File: config.mk
export PLATFORM = sky130hd
export DESIGN_NAME = spi_prot_trig_flat
export DESIGN_NICKNAME = d
export VERILOG_FILES = /design/src/rtl/LA_trig_pkg.sv /design/src/rtl/spi_prot_trig_if.sv /design/src/rtl/sync_edge_det.sv /design/src/rtl/spi_prot_trig.sv /design/src/flat_wrapper.sv
export SDC_FILE = /design/constraint.sdc
export NUM_CORES = 1
export LEC_CHECK = 0
export CAP_MARGIN = 20
export CORE_MARGIN = 1
export CORE_UTILIZATION = 51
export DETAILED_ROUTE_END_ITERATION = 7
export PLACE_DENSITY = 0.83
export SLEW_MARGIN = 40
export SYNTH_ARGS = -nofsm -noshare
export SYNTH_HDL_FRONTEND = slang
export SYNTH_HIERARCHICAL = 1
export SYNTH_SLANG_ARGS = --single-unit
File: constraint.sdc
create_clock -name clk -period 5.15 [get_ports clk]
set_input_delay 0.7725 -clock clk [delete_from_list [all_inputs] [get_ports clk]]
set_output_delay 0.7725 -clock clk [all_outputs]
set_load 0.02 [all_outputs]
File: src/rtl/LA_trig_pkg.sv
// Shared types and constants for the logic analyzer protocol triggers.
package LA_trig_pkg;

  typedef enum logic {IDLE, RX} spi_state_t;

  localparam int SPI_CNT_W    = 5;
  localparam int SPI_MAX_BITS = 16;

  // Bit counter parks here so over-long frames can never look like 8 or 16.
  localparam logic [SPI_CNT_W-1:0] SPI_CNT_SAT = SPI_CNT_W'(SPI_MAX_BITS + 1);

  // Masked compare of a received word; 8-bit mode looks at the low byte only.
  function automatic logic spi_word_hit(input logic [15:0] shft,
                                        input logic [15:0] match,
                                        input logic [15:0] mask,
                                        input logic        len8);
    logic [15:0] diff;
    diff = (shft ^ match) & ~mask;
    return len8 ? (diff[7:0] == 8'h00) : (diff == 16'h0000);
  endfunction

endpackage

File: src/rtl/spi_prot_trig_if.sv
// SPI wires as seen on analyzer channels CH1-CH3.
interface spi_prot_trig_if;
  logic SS_n;
  logic SCLK;
  logic MOSI;

  modport master (output SS_n, output SCLK, output MOSI);
  modport slave  (input  SS_n, input  SCLK, input  MOSI);
endinterface

File: src/rtl/sync_edge_det.sv
// Multi-flop synchronizer followed by one edge-detect flop.
// o_q is the edge-detect flop, so it lags the pin by STAGES+1 clocks.
module sync_edge_det #(
  parameter int   STAGES  = 2,
  parameter logic RST_VAL = 1'b0
) (
  input  logic clk,
  input  logic rst_n,
  input  logic i_d,
  output logic o_q,
  output logic o_rise,
  output logic o_fall
);

  logic [STAGES-1:0] r_sync;
  logic              r_dly;

  // Shift the asynchronous pin through the synchronizer and edge flop.
  always_ff @(posedge clk or negedge rst_n) begin
    if (!rst_n) begin
      r_sync <= {STAGES{RST_VAL}};
      r_dly  <= RST_VAL;
    end else begin
      r_sync <= {r_sync[STAGES-2:0], i_d};
      r_dly  <= r_sync[STAGES-1];
    end
  end

  assign o_q    = r_dly;
  assign o_rise =  r_sync[STAGES-1] & ~r_dly;
  assign o_fall = ~r_sync[STAGES-1] &  r_dly;

endmodule

File: src/rtl/spi_prot_trig.sv
// Passive SPI receive snooper: deframes 8/16-bit MSB-first words and pulses
// SPItrig when a complete frame matches match/mask while armed.
//
// state | meaning
// IDLE  | SS_n high (or frame just closed); SCLK edges ignored
// RX    | SS_n low; shifting MOSI on the selected SCLK edge
module spi_prot_trig
  import LA_trig_pkg::*;
#(
  parameter int SYNC_STAGES = 2
) (
  input  logic                 clk,
  input  logic                 rst_n,
  spi_prot_trig_if.slave       spi,
  input  logic                 pos_edge,
  input  logic                 len8,
  input  logic                 armed,
  input  logic [15:0]          match,
  input  logic [15:0]          mask,
  output logic                 SPItrig,
  output logic                 busy
);

  logic w_ss_rise, w_ss_fall, w_ss_q_unused;
  logic w_sclk_rise, w_sclk_fall, w_sclk_q_unused;
  logic w_mosi_q, w_mosi_rise_unused, w_mosi_fall_unused;
  logic w_sclk_edge, w_cnt_ok, w_hit;

  spi_state_t                r_state;
  logic [15:0]               r_shft;
  logic [SPI_CNT_W-1:0]      r_cnt;
  logic                      r_trig;
  logic                      r_busy;

  sync_edge_det #(.STAGES(SYNC_STAGES), .RST_VAL(1'b1)) u_ss (
    .clk    (clk),
    .rst_n  (rst_n),
    .i_d    (spi.SS_n),
    .o_q    (w_ss_q_unused),
    .o_rise (w_ss_rise),
    .o_fall (w_ss_fall)
  );

  sync_edge_det #(.STAGES(SYNC_STAGES), .RST_VAL(1'b0)) u_sclk (
    .clk    (clk),
    .rst_n  (rst_n),
    .i_d    (spi.SCLK),
    .o_q    (w_sclk_q_unused),
    .o_rise (w_sclk_rise),
    .o_fall (w_sclk_fall)
  );

  // MOSI taken from the edge-detect flop: aligned with the pre-edge SCLK level.
  sync_edge_det #(.STAGES(SYNC_STAGES), .RST_VAL(1'b0)) u_mosi (
    .clk    (clk),
    .rst_n  (rst_n),
    .i_d    (spi.MOSI),
    .o_q    (w_mosi_q),
    .o_rise (w_mosi_rise_unused),
    .o_fall (w_mosi_fall_unused)
  );

  assign w_sclk_edge = pos_edge ? w_sclk_rise : w_sclk_fall;
  assign w_cnt_ok    = len8 ? (r_cnt == SPI_CNT_W'(8))
                            : (r_cnt == SPI_CNT_W'(SPI_MAX_BITS));
  assign w_hit       = spi_word_hit(r_shft, match, mask, len8);

  // Frame FSM with shifter, saturating bit counter and registered outputs.
  always_ff @(posedge clk or negedge rst_n) begin
    if (!rst_n) begin
      r_state <= IDLE;
      r_shft  <= '0;
      r_cnt   <= '0;
      r_trig  <= 1'b0;
      r_busy  <= 1'b0;
    end else begin
      r_trig <= 1'b0;
      case (r_state)
        IDLE: begin
          if (w_ss_fall) begin
            r_state <= RX;
            r_shft  <= '0;
            r_cnt   <= '0;
            r_busy  <= 1'b1;
          end
        end
        RX: begin
          if (w_ss_rise) begin
            r_state <= IDLE;
            r_busy  <= 1'b0;
            r_trig  <= w_cnt_ok & w_hit & armed;
          end else if (w_sclk_edge) begin
            r_shft <= {r_shft[14:0], w_mosi_q};
            if (r_cnt != SPI_CNT_SAT)
              r_cnt <= r_cnt + 1'b1;
          end
        end
        default: begin
          r_state <= IDLE;
          r_busy  <= 1'b0;
        end
      endcase
    end
  end

  assign SPItrig = r_trig;
  assign busy    = r_busy;

endmodule

File: src/flat_wrapper.sv
// flat-port wrapper written by rule: the top's interface ports become plain ports
module spi_prot_trig_flat import LA_trig_pkg::*;
#(
  parameter int SYNC_STAGES = 2
)
  (clk, rst_n, pos_edge, len8, armed, match, mask, SPItrig, busy, spi_SS_n, spi_SCLK, spi_MOSI);
  spi_prot_trig_if spi_i ();
  input  logic clk;
  input  logic rst_n;
  input  logic pos_edge;
  input  logic len8;
  input  logic armed;
  input  logic [15:0] match;
  input  logic [15:0] mask;
  output logic SPItrig;
  output logic busy;
  input wire logic [$bits(spi_i.SS_n)-1:0] spi_SS_n;
  input wire logic [$bits(spi_i.SCLK)-1:0] spi_SCLK;
  input wire logic [$bits(spi_i.MOSI)-1:0] spi_MOSI;
  assign spi_i.SS_n = spi_SS_n;
  assign spi_i.SCLK = spi_SCLK;
  assign spi_i.MOSI = spi_MOSI;
  spi_prot_trig #(.SYNC_STAGES(SYNC_STAGES)) u_core (.clk(clk), .rst_n(rst_n), .spi(spi_i), .pos_edge(pos_edge), .len8(len8), .armed(armed), .match(match), .mask(mask), .SPItrig(SPItrig), .busy(busy));
endmodule
==> flow_summary_export.csv, run 1 <==
group,metric,value,unit
outcome,status,"finished with violations",
outcome,violations,"DRC",
route,detail_route.wl_per_cell,14.2,um
timing,max_slew_margin,51.6,%
finish,diodes,0,
synthesis,ys_warn_count,6,
setup_path,worstPathRequired,5.40,ns
timing,tns,0,ns
route,post-route-drc-count,3,
job,max_cap_violations,0,
timing,clock.fmax,447,MHz
finish,drive_gt1_share,9.95,%
clock_tree,clk_latency,0.32,ns
place,io_buffers,41,
route,antenna_left,0,
place,dp_hpwl,2520,um
synthesis,syn_area,1570,sq um
clock_tree,cts_made_buffers,5,
route,wl,3300,um
timing,timing.final.crit_period,2.24,ns
global_routing,grt_max_degree,39,
timing,finalHoldViolCount,0,
finish,nets,243,
setup_path,crit_path_end_kind,"flop",
setup_path,cp_max_fo,38,
floorplanning,ios,42,
pwr,vdd_drop_max,211,uV
global_routing,track_usage,22.4,%
timing,slew_violations,0,
global_routing,antenna_found_initial,0,
clock_tree,clock-sinks,33,
timing,finalSetupViolations,0,
setup_path,arrival,2.49,ns
floorplanning,die_x,57.5,um
synthesis,synthesis.nets,199,
timing,finalClockSkew,0.00467,ns
floorplanning,start_util,55.6,%
clock_tree,cts_hold_buf,0,
synthesis,synthCells,156,
pwr,p_per_area,280,nW/um^2
clock_tree,cts_resized,0,
timing,worst_pin_slew,0.726,ns
pwr,power_leakage,0.836,nW
synthesis,syn_area_per_cell,10.1,sq um
floorplanning,core-area,2830,sq um
finish,area_growth,30.8,%
timing,fin_crit_sh,43.5,%
clock_tree,h-tree-depth,2,
clock_tree,cts_root_buffer,"clkbuf_4",
clock_tree,ctsLongestPathBuffers,2,
floorplanning,die_h,57.5,um
timing,hold_ws,0.368,ns
setup_path,start_kind,"input port",
global_routing,grt_pass1_wl,5460,um
pwr,p_total,0.576,mW
global_routing,grt-ovfl-total,0,
clock_tree,postCtsSetupBuffers,0,
route,viasPerCell,5.37,
clock_tree,cts_tree,"built",
floorplanning,row_count,19,
place,gp_congestion,0.747,
global_routing,grt_pass1_vias,1287,
min_path,hold_path_class,"reg -> reg",
setup_path,worstSetupPathType,"in -> reg",
clock_tree,path_clk_slew,0.11,ns
route,vias,1246,
floorplanning,die_area,3310,sq um
route,dr.pass1.iters,6,
route,drt_iter0_drc,39,
timing,rsz0062_at_grt,"no",
-- critical path, cell delays in order --
cell and delay, ns:
clkdlybuf4s50_1 0.46, mux2_2 0.33, a31oi_2 0.17, buf_4 0.32, a41o_2 0.21, mux2i_1 0.21
-- through the flow --
step                utilization (%)  instance area (sq um)  instances  setup WS (ns)
floorplan                         -                   1570        156           3.31
global placement               70.5                   2000        224           2.64
detailed placement             70.5                   2000        224           2.59
CTS                            72.7                   2060        232           2.93
global route                   72.7                   2060        232           2.83
finish                         72.7                   2060        232           2.91
-- power by group --
| group | internal, mW | leakage, nW | switching [mW] |
|---|---|---|---|
| Clock | 0.0528 | 0.0234 | 0.0905 |
| Combinational | 0.0657 | 0.385 | 0.0584 |
| Sequential | 0.281 | 0.428 | 0.0281 |
-- final timing paths --
path	slack, ns	to	start	cells after the start
worst max-delay path	2.91	u_core/r_cnt[1]	pos_edge	6
worst min-delay path	0.37	u_core/u_mosi/o_q	u_core/u_mosi/r_sync[1]	0
min in group asynchronous	0.83	u_core/r_cnt[1]	rst_n	2
worst max register to register	3.14	u_core/r_cnt[3]	u_core/r_state	5
max in group asynchronous	3.99	u_core/u_ss/r_sync[1]	rst_n	2
worst min register to register	0.37	u_core/u_mosi/o_q	u_core/u_mosi/r_sync[1]	0
-- state kept, by name, indices dropped and copies added (netlist names) --
signal,count
u_core/r_cnt,5
u_core/SPItrig,1
u_core/u_ss/o_q,1
u_core/u_ss/r_sync,2
u_core/u_mosi/o_q,1
u_core/busy,1
u_core/r_state,1
u_core/u_sclk/r_sync,2
u_core/u_sclk/o_q,1
u_core/r_shft,16
u_core/u_mosi/r_sync,2
-- cell usage in the layout (no fill, tap or decap), types with 2 or more instances in the layout --
cell	count
or3_1	2
dfrtp_1	30
nor2b_1	3
xnor2_1	16
mux2i_1	2
clkbuf_4	5
a21oi_1	3
o21ai_1	2
nand3_1	2
clkdlybuf4s50_1	41
nor2_1	4
and2b_2	2
o21ai_0	16
nor4_1	2
ha_1	3
dfstp_2	3
nand2b_1	2
o22ai_1	7
clkinvlp_4	3
inv_1	5
buf_4	2
nand2_1	34
-- routing by layer --
layer | track usage (%) | vias up | share of wire, %
met5 | 0 | - | 0
met4 | 8.01 | 0 | 1.3
met3 | 7.48 | 6 | 5.8
met2 | 39.4 | 38 | 53
met1 | 25.4 | 587 | 40
li1 | - | 615 | -
-- final cells by class --
cell class	instances	area, sq um
Tap cell	31	38.8
Clock buffer	5	37.5
Clock inverter	3	22.5
Multi-Input combinational cell	112	683
Inverter	5	18.8
Fill cell	213	773
Sequential cell	33	830
Timing Repair Buffer	43	425
Power figures use the tool's default switching activity.
==> run 2, diff against run 1 <==
--- a/config.mk
+++ b/config.mk
@@ -7,9 +7,9 @@
 export LEC_CHECK = 0
 export CAP_MARGIN = 20
 export CORE_MARGIN = 1
-export CORE_UTILIZATION = 51
+export CORE_UTILIZATION = 48
 export DETAILED_ROUTE_END_ITERATION = 7
-export PLACE_DENSITY = 0.83
+export PLACE_DENSITY = 0.79
 export SLEW_MARGIN = 40
 export SYNTH_ARGS = -nofsm -noshare
 export SYNTH_HDL_FRONTEND = slang
==> constraint.sdc (replaced) <==
create_clock -name clk -period 2.3 [get_ports clk]
set_input_delay 0.345 -clock clk [delete_from_list [all_inputs] [get_ports clk]]
set_output_delay 0.345 -clock clk [all_outputs]
set_load 0.02 [all_outputs]
==> flow_summary_export.csv, run 2 (synthesis results as in run 1) <==
group,metric,value,unit
outcome,status,"completed",
route,detail_route.wl_per_cell,12.7,um
timing,finalWorstSetupSlack,0.479,ns
timing,finalHoldViolCount,0,
timing,fin_crit_sh,79.2,%
setup_path,start_kind,"flop",
pwr,power_leakage,0.867,nW
setup_path,cp_max_fo,25,
route,post-route-drc-count,0,
route,dr.pass1.iters,4,
setup_path,critical_path.startpoint,"u_core/u_ss/o_q",
min_path,hold_depth,0,
pwr,p_comb_share,21.0,%
global_routing,antenna_found_initial,0,
route,vias,1251,
clock_tree,ctsLongestPathBuffers,2,
finish,diodes,0,
timing,finalSetupViolations,0,
global_routing,grt_max_degree,34,
setup_path,arrival,2.06,ns
timing,rsz0062_at_grt,"no",
place,io_buffers,41,
job,max_cap_violations,0,
place,gp_congestion,0.719,
floorplanning,row_count,20,
pwr,pwr-share-seq,47.9,%
setup_path,critPathMaxStageDelay,0.54,ns
clock_tree,cts_made_buffers,5,
floorplanning,die_x,59.2,um
finish,final_common_cell,"clkdlybuf4s50_1",
global_routing,track_usage,21.1,%
timing,max_slew_margin,73.2,%
setup_path,crit_path_end_kind,"flop",
global_routing,grt_pass1_wl,5340,um
clock_tree,cts_root_buffer,"clkbuf_4",
finish,nets,245,
pwr,vdd_drop_max,474,uV
floorplanning,ios,42,
pwr,switching_share,26.1,%
clock_tree,cts_hold_buf,0,
setup_path,worstSetupPathType,"reg -> reg",
clock_tree,clk_latency,0.32,ns
place,dp_slack,0.288,ns
clock_tree,postCtsSetupBuffers,0,
route,drt_iter0_drc,25,
timing,timing.final.crit_period,1.82,ns
clock_tree,cts_tree,"built",
setup_path,path_cells,"and2b_2 > nor2b_2 > a31oi_2 > buf_4 > or3_1 > a21oi_1",
min_path,hp-start,"u_core/u_ss/r_sync[0]",
finish,reg_top3,"u_core/r_shft x16, u_core/r_cnt x5",
route,antenna_left,0,
clock_tree,clock-sinks,33,
floorplanning,die_h,59.2,um
finish,max_flop_register,"u_core/r_shft",
setup_path,r2r_cells,6,
global_routing,grt_pass1_vias,1261,
pwr,p_per_area,667,nW/um^2
timing,worst_pin_slew,0.402,ns
floorplanning,start_util,51.1,%
finish,drive_gt1_share,10.3,%
finish,layout_common_cells,"clkdlybuf4s50_1 (41), nand2_1 (34), dfrtp_1 (30)",
pwr,pwr-share-clk,31.0,%
place,dp_hpwl,2440,um
setup_path,r2r-start,"u_core/u_ss/o_q",
finish,area_growth,34.4,%
setup_path,slowest_stage,"dfstp_2",
timing,slew_violations,0,
clock_tree,h-tree-depth,2,
pwr,power.internal,1.04,mW
timing,tns,0,ns
clock_tree,path_clk_slew,0.09,ns
timing,finalClockSkew,0.00439,ns
setup_path,regToRegSetupSlack,0.48,ns
timing,clock.fmax,549,MHz
global_routing,grt-ovfl-total,0,
clock_tree,cts_resized,0,
route,wl,3140,um
route,viasPerCell,5.06,
pwr,p_sw,0.367,mW
floorplanning,die_area,3510,sq um
finish,largest_reg_flops,16,
setup_path,worstPathRequired,2.54,ns
floorplanning,core-area,3080,sq um
min_path,hold_path_class,"reg -> reg",
finish,nFillCells,249,
==> run 2: final timing paths <==
kind	endpoint
worst max-delay path	u_core/r_cnt[4]
worst min-delay path	u_core/u_ss/r_sync[1]
worst max register to register	u_core/r_cnt[4]
worst min register to register	u_core/u_ss/r_sync[1]
max in group asynchronous	u_core/u_ss/r_sync[1]
min in group asynchronous	u_core/u_mosi/r_sync[1]
==> run 2: final cells by class <==
type | instances | area, sq um | share of cell area (%)
clock inverters | 1 | 30.0 | 1.42
repair buffers | 45 | 440 | 20.9
clock buffers | 7 | 55.1 | 2.61
inverters | 5 | 18.8 | 0.889
well taps | 44 | 55.1 | 2.61
flip-flops and latches | 33 | 830 | 39.3
multi-input cells | 112 | 683 | 32.3
==> run 2: critical path, delay by kind of cell, from the launching register on <==
kind / cells / cell delay, ns
and+or+nand+nor: 3 / 0.75
buffers and inverters: 1 / 0.23
AOI/OAI and AO/OA: 2 / 0.24
DFF: 1 / 0.54
==> run 2: through the flow <==
step	std cells	hold WS [ns]	power [mW]	cell area (sq um)	util, %
floorplan	156	0.0494	0.852	1570	-
global placement	239	0.336	0.965	2030	65.9
detailed placement	239	0.342	0.984	2030	65.9
CTS	247	0.366	1.43	2110	68.6
global route	247	0.371	1.50	2110	68.6
finish	247	0.363	1.41	2110	68.6
==> run 2: power by group through the flow <==
| stage | registers, mW | clock network, mW | logic, mW |
|---|---|---|---|
| 2_1_floorplan | 0.678 | 0 | 0.174 |
| 3_3_place_gp | 0.684 | 0 | 0.281 |
| 3_5_place_dp | 0.688 | 0 | 0.296 |
| 4_1_cts | 0.677 | 0.450 | 0.298 |
| 5_1_grt | 0.685 | 0.481 | 0.330 |
| 6_report | 0.675 | 0.437 | 0.296 |
==> run 2: layer usage <==
metal  GRT usage [%]  share of wire [%]  vias up
li1                -                  -      617
met1            25.1                 42      588
met2            34.8                 50       37
met3            6.55                4.8        9
met4            9.86                2.5        0
met5               0                  0        -
